### src/rtl/cbus_arbiter_if.sv
// Shared-bus request/response types and the arbiter's bus-side interface.
`default_nettype none

package cbus_pkg;
  typedef struct packed {
    logic        valid;
    logic        is_write;
    logic [2:0]  size;
    logic [31:0] addr;
    logic [3:0]  strobe;
    logic [31:0] data;
    logic [7:0]  len;
  } cbus_req_t;

  typedef struct packed {
    logic        ready;
    logic        last;
    logic [31:0] data;
  } cbus_resp_t;
endpackage

interface cbus_arbiter_if #(parameter int NUM_INPUTS = 2);
  import cbus_pkg::*;

  cbus_req_t  ireqs  [NUM_INPUTS];
  cbus_resp_t iresps [NUM_INPUTS];
  cbus_req_t  oreq;
  cbus_resp_t oresp;

  // slave is the arbiter side; master is the requesters plus bridge side
  modport slave  (input ireqs, output iresps, output oreq, input oresp);
  modport master (output ireqs, input iresps, input oreq, output oresp);
endinterface

`default_nettype wire

### src/rtl/cbus_arbiter.sv
// Round-robin arbiter granting one of NUM_INPUTS requesters the shared bus
// for a whole transaction, released on the final response beat or on abort.
`default_nettype none

module cbus_arbiter
  import cbus_pkg::*;
#(
  parameter int NUM_INPUTS = 2
) (
  input  logic           aclk,
  input  logic           reset,
  cbus_arbiter_if.slave  bus
);

  localparam int              SEL_W    = (NUM_INPUTS > 1) ? $clog2(NUM_INPUTS) : 1;
  localparam logic [SEL_W-1:0] LAST_RST = SEL_W'(NUM_INPUTS - 1);

  typedef enum logic [0:0] {
    IDLE = 1'b0,
    BUSY = 1'b1
  } state_t;

  state_t           state;
  state_t           state_nx;
  logic [SEL_W-1:0] sel;
  logic [SEL_W-1:0] last;
  logic [SEL_W-1:0] pick;
  logic             any_valid;
  logic             grant;

  // Scan from the farthest offset down so the nearest valid index after last wins.
  always_comb begin
    pick      = '0;
    any_valid = 1'b0;
    for (int k = NUM_INPUTS; k >= 1; k--) begin
      if (bus.ireqs[(int'(last) + k) % NUM_INPUTS].valid) begin
        pick      = SEL_W'((int'(last) + k) % NUM_INPUTS);
        any_valid = 1'b1;
      end
    end
  end

  always_comb begin
    state_nx = state;
    grant    = 1'b0;
    case (state)
      IDLE: begin
        if (any_valid) begin
          grant    = 1'b1;
          state_nx = BUSY;
        end
      end
      BUSY: begin
        if (bus.oresp.ready && bus.oresp.last) begin
          state_nx = IDLE;
        end else if (!bus.ireqs[sel].valid) begin
          state_nx = IDLE;
        end
      end
      default: state_nx = IDLE;
    endcase
  end

  always_ff @(posedge aclk) begin
    if (reset) begin
      state <= IDLE;
      sel   <= '0;
      last  <= LAST_RST;
    end else begin
      state <= state_nx;
      if (grant) begin
        sel  <= pick;
        last <= pick;
      end
    end
  end

  // Bus-facing outputs depend only on registered state plus the selected pass-through.
  always_comb begin
    bus.oreq = '0;
    for (int i = 0; i < NUM_INPUTS; i++) begin
      bus.iresps[i] = '0;
    end
    if (state == BUSY) begin
      bus.oreq        = bus.ireqs[sel];
      bus.iresps[sel] = bus.oresp;
    end
  end

endmodule

`default_nettype wire

### src/flat_wrapper.sv
// flat-port wrapper written by rule: the top's interface ports become plain ports
module cbus_arbiter_flat import cbus_pkg::*;
#(
  parameter int NUM_INPUTS = 2
)
  (aclk, reset, bus_ireqs, bus_iresps, bus_oreq, bus_oresp);
  cbus_arbiter_if #(.NUM_INPUTS(NUM_INPUTS)) bus_i ();
  input  logic aclk;
  input  logic reset;
  input wire logic [$bits(bus_i.ireqs)-1:0] bus_ireqs;
  output wire logic [$bits(bus_i.iresps)-1:0] bus_iresps;
  output wire logic [$bits(bus_i.oreq)-1:0] bus_oreq;
  input wire logic [$bits(bus_i.oresp)-1:0] bus_oresp;
  assign bus_i.ireqs = {>>{bus_ireqs}};
  assign bus_iresps = {>>{bus_i.iresps}};
  assign bus_oreq = bus_i.oreq;
  assign bus_i.oresp = bus_oresp;
  cbus_arbiter #(.NUM_INPUTS(NUM_INPUTS)) u_core (.aclk(aclk), .reset(reset), .bus(bus_i));
endmodule
### config.mk
export PLATFORM = sky130hd
export DESIGN_NAME = cbus_arbiter_flat
export DESIGN_NICKNAME = d
export VERILOG_FILES = /design/src/rtl/cbus_arbiter_if.sv /design/src/rtl/cbus_arbiter.sv /design/src/flat_wrapper.sv
export SDC_FILE = /design/constraint.sdc
export NUM_CORES = 1
export LEC_CHECK = 0
export ABC_AREA = 1
export CORE_AREA = 2 2 137 139
export DETAILED_ROUTE_END_ITERATION = 8
export DIE_AREA = 0 0 139 141
export DONT_BUFFER_PORTS = 1
export SKIP_CTS_REPAIR_TIMING = 1
export SYNTH_ARGS = -nofsm -noshare
export SYNTH_HDL_FRONTEND = slang
export SYNTH_SLANG_ARGS = --single-unit
### constraint.sdc
create_clock -name aclk -period 0.9 [get_ports aclk]
set_input_delay 0.09 -clock aclk [delete_from_list [all_inputs] [get_ports aclk]]
set_output_delay 0.09 -clock aclk [all_outputs]
set_load 0.01 [all_outputs]
# After elaboration in Yosys (flattened, before gate mapping)

Index checks and enable logic that the tools add are counted.

Flip-flop bits (word level): 3
Logic and storage cells: 40

Add/subtract/negate cells: 2
Magnitude comparators: 4
Mux-type cells: 22
Bitwise operators: 7
Reductions and logical operators: 2

Operator list:

| cell                                                                                 | number |
|---|---|
| 81-bit 2-to-1 mux                                                                    | 10 |
| 68-bit AND                                                                           | 1 |
| 68-bit 2-to-1 mux                                                                    | 1 |
| 32-bit by 2-bit greater-or-equal comparator with 1-bit output, second input constant | 2 |
| 32-bit NOT                                                                           | 2 |
| 34-bit demux with 1-bit select                                                       | 1 |
| 34-bit 2-to-1 mux                                                                    | 1 |
| 1-bit 2-to-1 mux                                                                     | 8 |
| 1-bit adder, second input constant                                                   | 2 |
| 1-bit AND, first input constant                                                      | 2 |
| 2-bit greater-or-equal comparator, second input constant                             | 1 |
| 1-bit logical AND                                                                    | 2 |
| 2-bit by 1-bit < comparator with 1-bit output, second input constant                 | 1 |
| 1-bit NOT with 2-bit output                                                          | 1 |
| 1-bit one-hot mux with 2 select lines                                                | 1 |
| 1-bit NOT                                                                            | 1 |

# Longest topological paths before layout

Word-level depth: 10
Mapped depth: 5
Gate-level depth less buffers: 5

# Worst setup path before layout

Ideal clock, no wire load.

Path type: register to output
From: register u_core.sel
To: output bus_oreq[71]
Data arrival time: 0.918 ns
Path slack: -0.108 ns
Stages on the path, launching flop included: 5
Path buffers: 2
Cell sequence: dfxtp_1 buf_4 buf_4 nand2_1 a21oi_1

Longest elaborated chain between the ends: 5

Ends and longest elaborated chain:

| what                                                  | RTL line           | text |
|---|---|---|
| from (decl)                                           | cbus_arbiter.sv:25 | `logic [SEL_W-1:0] sel;` |
| from (signal assigned)                                | cbus_arbiter.sv:72 | `sel <= pick;` |
| 1-bit NOT with 2-bit output (not written as such)     | cbus_arbiter.sv:85 | `bus.oreq = bus.ireqs[sel];` |
| 81-bit 2-to-1 mux (not written as such) (3 in series) | cbus_arbiter.sv:85 |  |
| 81-bit 2-to-1 mux                                     | cbus_arbiter.sv:84 | `if (state == BUSY) begin` |
| to (decl)                                             | flat_wrapper.sv:12 | `output wire logic [$bits(bus_i.oreq)-1:0] bus_oreq;` |

No other way between the ends. The select of a mux whose other input is x is not followed.

# Final worst setup path

From: register u_core.sel
To: output bus_oreq[35]

Same word-level chain as after synthesis.

==> metrics.md <==
| Metric | Value |
|---|---|
| Post-route clock period utilization | `1.533` |
| Setup WS pre-CTS | `-0.3035 ns` |
| Setup TNS | `-57.73 ns` |
| # diodes | `0` |
| First-pass GRT wire length | `10.28 mm` |
| Worst-Skew Late Latency | `0.23 ns` |
| Final Critical Period | `1.379 ns` |
| Worst slew pin tran | `0.3261 ns` |
| RSZ-0062 raised after global routing | `yes` |
| WL/cell | `19.04 µm` |
| Die Span X | `between 100 and 150 µm` |
| DRT iter0 DRCs | `roughly 170` |
| Max H-tree Level | `1` |
| Synthesized area | `0.001723 mm²` |
| Hold Crit Class | `primary input to register` |
| Final-layout fill cell count | `2032` |
| I/O Buffers | `0` |
| Worst rel slew slack | `0.7803` |
| GRT overflow | `0` |
| CP Class | `register to primary output` |
| Sequential cell area fraction in the yosys report | `0.03486` |
| Crit path launch type | `register` |
| FP Rows | `50` |
| HPWL Detailed | `6.890 mm` |
| Total number of vias | `2939` |
| CTS max path bufs | `2` |
| Io pins | `347` |
| Starting Density | `0.09432` |
| Core area | `0.01827 mm²` |
| Yosys warning count | `0` |
| Final setup fails | `152` |
| Mapped Cells | `between 300 and 400` |
| Clock-pin slew on the worst setup and hold paths | `0.03 ns` |
| Failing checks | `setup timing` |
| Initial antenna violation count | `0` |
| GRT Total Usage | `0.06812` |
| Area grow syn2layout | `103.3%` |
| Standby leakage power | `1.441 nW` |
| Reg area | `67.56 µm²` |
| Die area | `slightly below 0.02 mm²` |
| Share of cells above drive strength 1 | `0.5092` |
| Final hold slack | `0.04865 ns` |
| Post-Route WL | `12.76 mm` |
| Final instance count without filler cells | `670` |
| CTS tree | `built` |
| Post-layout power | `2.993 mW` |
| Cells after DPL | `650` |
| DR pass1 iterations | `4` |
| Top cells by instance count after synthesis | `nand2_1, a21oi_1, nor2_1, inv_1, buf_4` |
| R2R Setup Slk | `-0.22 ns` |
| Post-synthesis register bit count | `3` |
| Max FO, Critical Path | `17` |
| Vias per std cell | `4.387` |
| Multi-input logic area | `0.002081 mm²` |
| Status | `finished, violations left` |
| Avg Inst Size Synth | `4.362 µm²` |
| Setup ws final | `-0.4794 ns` |
| Routability cong. | `0.8485` |
| Yosys top cell by area | `nand2_1` |
| WP data arrival | `~1.3 ns` |
| Clock Skew | `0.0009456 ns` |
| FMAX | `just over 0.7 GHz` |
| Syn nets | `593` |
| Antenna viol nets, final | `0` |
| Die outline height | `141 µm` |
| Synth Flop Type | `dfxtp_1` |
| Area contributors post-synth | `nand2_1, a21oi_1, nor2_1` |
| Most numerous cell in the Yosys netlist | `nand2_1` |
| Worst path required time | `a little over 0.8 ns` |
| Vias in the first global route | `1991` |
| CTS Sinks | `3` |
| Remaining DRCs | `0` |
| Slew Limit Fails | `0` |
| FFs w/ async S/R, synth | `0` |
| Final Hold Fails | `0` |
| EDFF count, synth | `0` |
| TritonCTS Buffers | `3` |
| Largest net degree at the start of global routing | `71` |
| Clock root cell | `clkbuf_16` |
| PwrDens | `about 850 mW/mm²` |
| Synth top area share | `0.3682` |
| Worst Setup End Kind | `primary output` |
| # Max-Cap Violations | `0` |
| VDD IR-drop max | `0.9384 mV` |
| Synth unique cells | `10` |
| Final net count | `roughly 640` |
worst max-delay path, cell delays in order (launching register included):
cell,delay [ns]
dfxtp_4,0.41
buf_12,0.16
clkbuf_16,0.19
nand2_1,0.08
a21oi_2,0.21
cells by family (layout without fill, tap and decap cells):
| kind of cell | after synthesis | count (layout) | synth area share |
|---|---|---|---|
| AND/OR/NAND/NOR | 239 | 239 | 0.5221 |
| flip-flops | 3 | 3 | 0.03486 |
| AO/OA/AOI/OAI | 85 | 85 | 0.2469 |
| buffers and inverters | 68 | 109 | 0.1961 |
report_power, final:
part / total (mW) / internal (mW) / switching [mW]
registers: 0.174 / 0.146 / 0.0276
logic: 2.09 / 0.746 / 1.35
clock network: 0.726 / 0.586 / 0.139
total: 2.99 / 1.48 / 1.52
state kept, by name (all words and copies together) (netlist names):
name          cells
u_core.state      1
u_core.sel        1
u_core.last       1
per-stage QoR:
stage | utilization | area, µm²
3_5_place_dp | 0.1325 | 2421
4_1_cts | 0.1368 | 2500
6_report | 0.1918 | 3503
3_3_place_gp | 0.1325 | 2421
5_1_grt | 0.1918 | 3503
2_1_floorplan | - | 1879
cell usage in the layout (no fill, tap or decap):
cell	count
inv_1	34
dlygate4sd3_1	1
nor2_1	41
buf_8	3
nand2_1	130
nand2_8	1
clkinv_8	1
o21ai_0	1
inv_8	1
nand2_4	5
a21oi_1	3
a21oi_4	29
nand2_2	33
buf_16	1
dfxtp_1	1
buf_12	8
buf_6	2
a21oi_2	52
clkbuf_16	12
dfxtp_4	2
nand3_1	2
nor2_4	6
clkbuf_1	1
buf_4	45
nor2_2	21
path summary, 6_finish.rpt:
kind / from / end / cells past startpoint
hold reg to reg: u_core.last / u_core.last / 2
setup / recovery: u_core.sel / bus_oreq[35] / 4
setup reg to reg: u_core.sel / u_core.state / 6
hold / removal: bus_ireqs[80] / u_core.last / 2
area by class of cell:
cell class | count | area share
Multi-Input combinational cell | 324 | 0.5939
Timing Repair Buffer | 69 | 0.2364
Tap cell | 234 | 0.08357
Clock buffer | 4 | 0.02250
Sequential cell | 3 | 0.01929
Inverter | 36 | 0.04429
metal layers:
| layer | vias up | share of wire | routed length [µm] | track usage |
|---|---|---|---|---|
| met5 | - | 0 | 0 | 0 |
| met4 | 0 | 0.051 | 648 | 0.04944 |
| met3 | 33 | 0.10 | 1284 | 0.01121 |
| met2 | 263 | 0.48 | 6154 | 0.1265 |
| met1 | 1345 | 0.37 | 4668 | 0.06907 |
| li1 | 1298 | - | - | - |
No activity file was read; power rests on OpenSTA's default activity.
